[src/rtl/cache_pkg.sv]
// Shared types for the key/value cache controller: opcodes, response status, FSM states.
package cache_pkg;
  typedef enum logic [1:0] {OP_NOP = 2'b00, OP_GET = 2'b01, OP_PUT = 2'b10, OP_DEL = 2'b11} op_e;
  typedef enum logic [1:0] {ST_OK = 2'b00, ST_MISS = 2'b01, ST_FULL = 2'b10, ST_ERR = 2'b11} status_e;
  typedef enum logic [1:0] {S_IDLE, S_LOOKUP, S_EXEC, S_RESP} state_e;
endpackage

[src/rtl/cache_controller_free_slot_finder.sv]
// Lowest-zero priority encoder over the occupancy map; one-hot slot plus found flag.
module free_slot_finder #(
  parameter int NUM_ENTRIES = 16
) (
  input  logic [NUM_ENTRIES-1:0] used_map,
  output logic [NUM_ENTRIES-1:0] slot,
  output logic                   found
);
  always_comb begin
    slot  = '0;
    found = 1'b0;
    for (int i = 0; i < NUM_ENTRIES; i++) begin
      if (!used_map[i] && !found) begin
        slot[i] = 1'b1;
        found   = 1'b1;
      end
    end
  end
endmodule

[src/rtl/cache_controller.sv]
// Request/response front end for a keyed storage array: lookup, then update/delete by index.
module cache_controller
  import cache_pkg::*;
#(
  parameter int NUM_ENTRIES = 16,
  parameter int KEY_WIDTH   = 16,
  parameter int VALUE_WIDTH = 64
) (
  input  logic                           clk,
  input  logic                           rst_n,
  input  logic                           req_valid,
  output logic                           req_ready,
  input  logic [1:0]                     req_op,
  input  logic [KEY_WIDTH-1:0]           req_key,
  input  logic [VALUE_WIDTH-1:0]         req_value,
  output logic                           rsp_valid,
  input  logic                           rsp_ready,
  output logic [1:0]                     rsp_status,
  output logic [VALUE_WIDTH-1:0]         rsp_value,
  output logic [$clog2(NUM_ENTRIES+1)-1:0] count,
  output logic                           mem_write,
  output logic                           mem_select_by_index,
  output logic                           mem_delete,
  output logic [KEY_WIDTH-1:0]           mem_key,
  output logic [VALUE_WIDTH-1:0]         mem_value,
  output logic [NUM_ENTRIES-1:0]         mem_index,
  input  logic [VALUE_WIDTH-1:0]         mem_value_out,
  input  logic [NUM_ENTRIES-1:0]         mem_index_out,
  input  logic                           mem_hit
);
  localparam int CW = $clog2(NUM_ENTRIES+1);

  state_e                 state;
  op_e                    op_q;
  logic                   hit_q, found_q;
  logic [VALUE_WIDTH-1:0] val_q;
  logic [NUM_ENTRIES-1:0] used_map, free_slot;
  logic                   free_found;

  free_slot_finder #(.NUM_ENTRIES(NUM_ENTRIES)) u_free (
    .used_map (used_map),
    .slot     (free_slot),
    .found    (free_found)
  );

  // Held low while reset is asserted, high in IDLE afterwards.
  assign req_ready = rst_n & (state == S_IDLE);

  always_ff @(posedge clk or negedge rst_n) begin
    if (!rst_n) begin
      state               <= S_IDLE;
      op_q                <= OP_NOP;
      hit_q               <= 1'b0;
      found_q             <= 1'b0;
      val_q               <= '0;
      used_map            <= '0;
      count               <= '0;
      rsp_valid           <= 1'b0;
      rsp_status          <= '0;
      rsp_value           <= '0;
      mem_write           <= 1'b0;
      mem_select_by_index <= 1'b0;
      mem_delete          <= 1'b0;
      mem_key             <= '0;
      mem_value           <= '0;
      mem_index           <= '0;
    end else begin
      case (state)
        S_IDLE: if (req_valid) begin
          op_q <= op_e'(req_op);
          if (req_op == OP_NOP || req_key == '0) begin
            rsp_valid  <= 1'b1;
            rsp_status <= ST_ERR;
            rsp_value  <= '0;
            state      <= S_RESP;
          end else begin
            mem_key   <= req_key;
            mem_value <= req_value;
            state     <= S_LOOKUP;
          end
        end
        // Strobes are decided here from the live match so they are registered into EXEC.
        S_LOOKUP: begin
          hit_q   <= mem_hit;
          val_q   <= mem_value_out;
          found_q <= free_found;
          case (op_q)
            OP_PUT: begin
              if (mem_hit || free_found) begin
                mem_write           <= 1'b1;
                mem_select_by_index <= 1'b1;
                mem_index           <= mem_hit ? mem_index_out : free_slot;
              end
            end
            OP_DEL: begin
              if (mem_hit) begin
                mem_delete          <= 1'b1;
                mem_select_by_index <= 1'b1;
                mem_index           <= mem_index_out;
              end
            end
            default: ;
          endcase
          state <= S_EXEC;
        end
        S_EXEC: begin
          mem_write           <= 1'b0;
          mem_delete          <= 1'b0;
          mem_select_by_index <= 1'b0;
          mem_index           <= '0;
          mem_key             <= '0;
          mem_value           <= '0;
          rsp_valid           <= 1'b1;
          rsp_value           <= '0;
          rsp_status          <= ST_OK;
          case (op_q)
            OP_GET: begin
              rsp_status <= hit_q ? ST_OK : ST_MISS;
              rsp_value  <= hit_q ? val_q : '0;
            end
            OP_PUT: begin
              if (!hit_q && found_q) begin
                used_map <= used_map | mem_index;
                count    <= count + CW'(1);
              end else if (!hit_q) begin
                rsp_status <= ST_FULL;
              end
            end
            OP_DEL: begin
              if (hit_q) begin
                used_map <= used_map & ~mem_index;
                count    <= count - CW'(1);
              end else begin
                rsp_status <= ST_MISS;
              end
            end
            default: rsp_status <= ST_ERR;
          endcase
          state <= S_RESP;
        end
        S_RESP: if (rsp_ready) begin
          rsp_valid  <= 1'b0;
          rsp_status <= '0;
          rsp_value  <= '0;
          state      <= S_IDLE;
        end
        default: state <= S_IDLE;
      endcase
    end
  end
endmodule

[config.mk]
export PLATFORM = sky130hd
export DESIGN_NAME = cache_controller
export DESIGN_NICKNAME = d
export VERILOG_FILES = /design/src/rtl/cache_pkg.sv /design/src/rtl/cache_controller_free_slot_finder.sv /design/src/rtl/cache_controller.sv
export SDC_FILE = /design/constraint.sdc
export NUM_CORES = 1
export LEC_CHECK = 0
export CORE_MARGIN = 2
export CORE_UTILIZATION = 35
export DETAILED_ROUTE_END_ITERATION = 10
export DONT_BUFFER_PORTS = 1
export SLEW_MARGIN = 40
export SYNTH_ARGS = -nofsm -noshare
export SYNTH_HDL_FRONTEND = slang
export SYNTH_HIERARCHICAL = 1
export SYNTH_SLANG_ARGS = --single-unit
[constraint.sdc]
create_clock -name clk -period 2.4 [get_ports clk]
set_input_delay 0.24 -clock clk [delete_from_list [all_inputs] [get_ports clk]]
set_output_delay 0.24 -clock clk [all_outputs]
set_load 0.05 [all_outputs]
==> reports/qor.txt <==
Status = finished with violations
Failing checks = hold timing
MaxCap Viol Count = 0
Buffers on Ports = 0
Max Slew Vio Count = 0
Final non-filler cell total = 1,630
Critical Path RT = 2.80 ns
Sink Count = 257
Initial antenna violation count = 1
Vias in the first global route = 8,675
Fillers = 2,994
Die area = 0.0341 mm^2
Met3 Use GR = 5.65%
Via/cell ratio = 5.22
Setup violators final = 0
Clock transition at path regs = 0.06 ns
Largest net degree at the start of global routing = 259
Synthesis-to-finish area growth = 25.6%
Worst hold margin = -0.576 ns
Mux share of post-synthesis cell area = 14.6%
# hold bufs at CTS = 147
Leak = 6.09 nW
Final Routed Wirelength = 31,100 um
First-pass GRT wire length = 47,700 um
Worst path max stage delay = 0.60 ns
WL/cell = 19.1 um
Final setup margin = 0.131 ns
Fmax = 0.441 GHz
Total global routing overflow = 0
Yosys cell types = 44
Cell row count = 66
Max transition margin = 54.0%
Chip height = 185 um
# IOs = 339
Place WS = -0.0798 ns
Gate Count Post-Synth = 1,050
Footprint of the multi-input gates = 0.00444 mm^2
CTS Buf Count = 28
CP Capture Type = register
Yosys Warn Count = 6
H-tree depth = 1
Critical path's slowest cell = or4_4
CTS max path bufs = 3
Pre-antenna DRT Iters = 5
GPL Wtd Cong = 0.798
Met1 usage = 22.3%
Gr busiest metal = met2
Post-Syn Area = 0.0114 mm^2
Post-Synth Simple-Gate Area = 8.08%
Post-layout util = 44.3%
Clock skew = 0.0168 ns
Seq/Total Area, Yosys = 56.3%
Initial DRC count = 387
DRC Markers = 0
RSZ-0062 raised after global routing = no
Post-route cell area = 0.0143 mm^2
Worst Max-Slew Pin Slew = 0.690 ns
Synth Register Bits = 257
Synth Area in Compound Gates = 14.0%
Setup Buffers After CTS = 0
DR vias = 8,504
FF/Latch Area = 0.00643 mm^2
Final min period = 2.27 ns
Worst Hold Class = input port to async pin
Syn Nets = 1,226
Crit Path Max Fanout = 9
Kind of critical path = register to register
Post-Synth Adder-Cell Area = 1.05%
Placed cells = 1,431
Maximum VDD drop = 750 uV
Fraction of layout cells with a size suffix above 1 = 14.1%
Final net count = 1,343
Worst skew pair latency = 0.54 ns
CTS tree = yes
Worst-path cell chain = and4_4 -> nand3_4 -> or4_4 -> a21oi_4 -> o22ai_4 -> mux2_2
Starting Density = 35.3%
Total GRT Usage = 17.4%
Tcrit/Tclk final = 94.5%
Core region area = 0.0324 mm^2
Xor and xnor fraction of the mapped netlist area = 0.230%
Routing usage on met2 = 28.0%
Main combinational cell family by area after synthesis = multiplexers
Startpoint types = register
Root buffer cell = clkbuf_16
Die X = 185 um
Power Dens Cells = 1470 mW/mm^2
Mean Syn Cell Area = 10.9 um^2
Final ANT Viol Nets = 0
Critical path data arrival time = 2.67 ns
Final hold vios = 257
Dpl cell area = 0.0120 mm^2
DPL Wire Length = 19,100 um
==> report_power, final <==
part | total [mW] | leakage (nW) | switching [mW] | internal [mW]
Clock | 4.11 | 0.419 | 1.69 | 2.42
Sequential | 10.8 | 3.30 | 4.82 | 5.99
Combinational | 6.24 | 2.38 | 3.38 | 2.86
Total | 21.2 | 6.09 | 9.89 | 11.3
==> metal layers <==
layer,routed length (um),up-vias,share of wire [%]
met4,769,0,2.5
met5,0,-,0
met2,14700,346,47
met1,12800,4183,41
li1,-,3932,-
met3,2840,43,9.1
==> worst max-delay path, delay by kind of cell, from the launching register on <==
family / cells / cell delay (ns)
DFF: 1 / 0.39
muxes: 1 / 0.31
and+or+nand+nor: 3 / 1.00
AOI/OAI and AO/OA: 2 / 0.44
==> placed cells by master (no fill, tap or decap), types with 6 or more instances in the layout <==
cell	count
inv_1	73
mux2i_1	67
nand2_1	173
mux2_2	88
ha_1	6
nor4_1	8
buf_4	18
dlygate4sd3_1	147
buf_12	8
o221ai_1	81
a21oi_1	38
o21ai_0	98
a31oi_1	18
dfrtp_1	257
nor2_1	9
clkbuf_1	15
clkbuf_16	29
==> flip-flops by register name, indices dropped and copies added, names as in the netlist, 2 cells and up, named ones only <==
signal and cells:
count 5, mem_index 16, mem_key 16, mem_value 64, op_q 2, rsp_status 2
rsp_value 64, state 2, val_q 64
==> through the flow <==
| stage | setup TNS (ns) | power, mW |
|---|---|---|
| after floorplan | 0 | 15.1 |
| after global placement | -2.09 | 16.6 |
| after detailed placement | -2.71 | 16.8 |
| after CTS | 0 | 21.2 |
| after global routing | 0 | 22.3 |
| final | 0 | 21.2 |
==> path summary, 6_finish.rpt <==
path                            cells after the start  slack (ns)                         to                  start
worst max register to register                      6        0.13   mem_index[3]$_DFFE_PN0P_               register
worst min register to register                      1        0.50      val_q[49]$_DFFE_PN0P_  val_q[49]$_DFFE_PN0P_
worst min-delay path                                0       -0.58  mem_index[12]$_DFFE_PN0P_                  rst_n
worst max-delay path                                6        0.13   mem_index[3]$_DFFE_PN0P_               register
max in group asynchronous                           0        2.58    mem_key[12]$_DFFE_PN0P_                  rst_n
min in group clk                                    3        0.08   mem_index[0]$_DFFE_PN0P_       mem_index_out[0]
==> layout make-up <==
cell class                 instances  area share [%]
multi-input combinational        632            30.9
inverter                          74            1.95
clock inverter                     3           0.279
timing repair buffer             174            12.4
tap                              442            3.85
clock buffer                      47            5.74
antenna                            1          0.0174
sequential                       257            44.8
==> cells by family after synthesis <==
| kind of cell | Yosys count |
|---|---|
| AO/OA/AOI/OAI | 247 |
| XOR/XNOR | 3 |
| adder cells (fa/ha/maj) | 9 |
| buffers and inverters | 162 |
| flip-flops | 257 |
| multiplexers | 156 |
| AND/OR/NAND/NOR | 216 |
==> cells in the mapped netlist, drive strengths merged <==
cell | count | area share, %
nand3 | 3 | 0.24
or4 | 1 | 0.066
o21ai | 98 | 4.3
a2111o | 1 | 0.099
nand2 | 174 | 5.7
a21o | 2 | 0.13
mux2i | 67 | 5.9
a41o | 1 | 0.088
a211oi | 1 | 0.11
inv | 74 | 2.4
and2 | 2 | 0.11
a41oi | 1 | 0.077
and4 | 1 | 0.099
nand3b | 1 | 0.066
nor4 | 8 | 0.44
o221ai | 81 | 6.2
or4b | 1 | 0.088
nor2 | 9 | 0.30
a31oi | 18 | 0.99
nor2b | 1 | 0.055
fa | 1 | 0.18
nand4 | 2 | 0.11
a21oi | 40 | 1.8
xor2 | 1 | 0.077
a21boi | 1 | 0.066
ha | 8 | 0.88
nand2b | 3 | 0.16
nor3b | 3 | 0.20
and3 | 1 | 0.066
xnor2 | 2 | 0.15
clkbuf | 74 | 2.4
nor3 | 4 | 0.22
o22ai | 3 | 0.16
buf | 14 | 0.89
mux2 | 89 | 8.8
dfrtp | 257 | 56
nor4b | 1 | 0.077
or3b | 1 | 0.077
==> repair_timing <==
action | 4_1_cts | 5_1_grt
setup endpoints to repair | 0 | 18
resized for setup | 0 | 5
endpoints found under the hold margin | 405 | 257
Note: power is estimated with default switching activity, not from simulation.
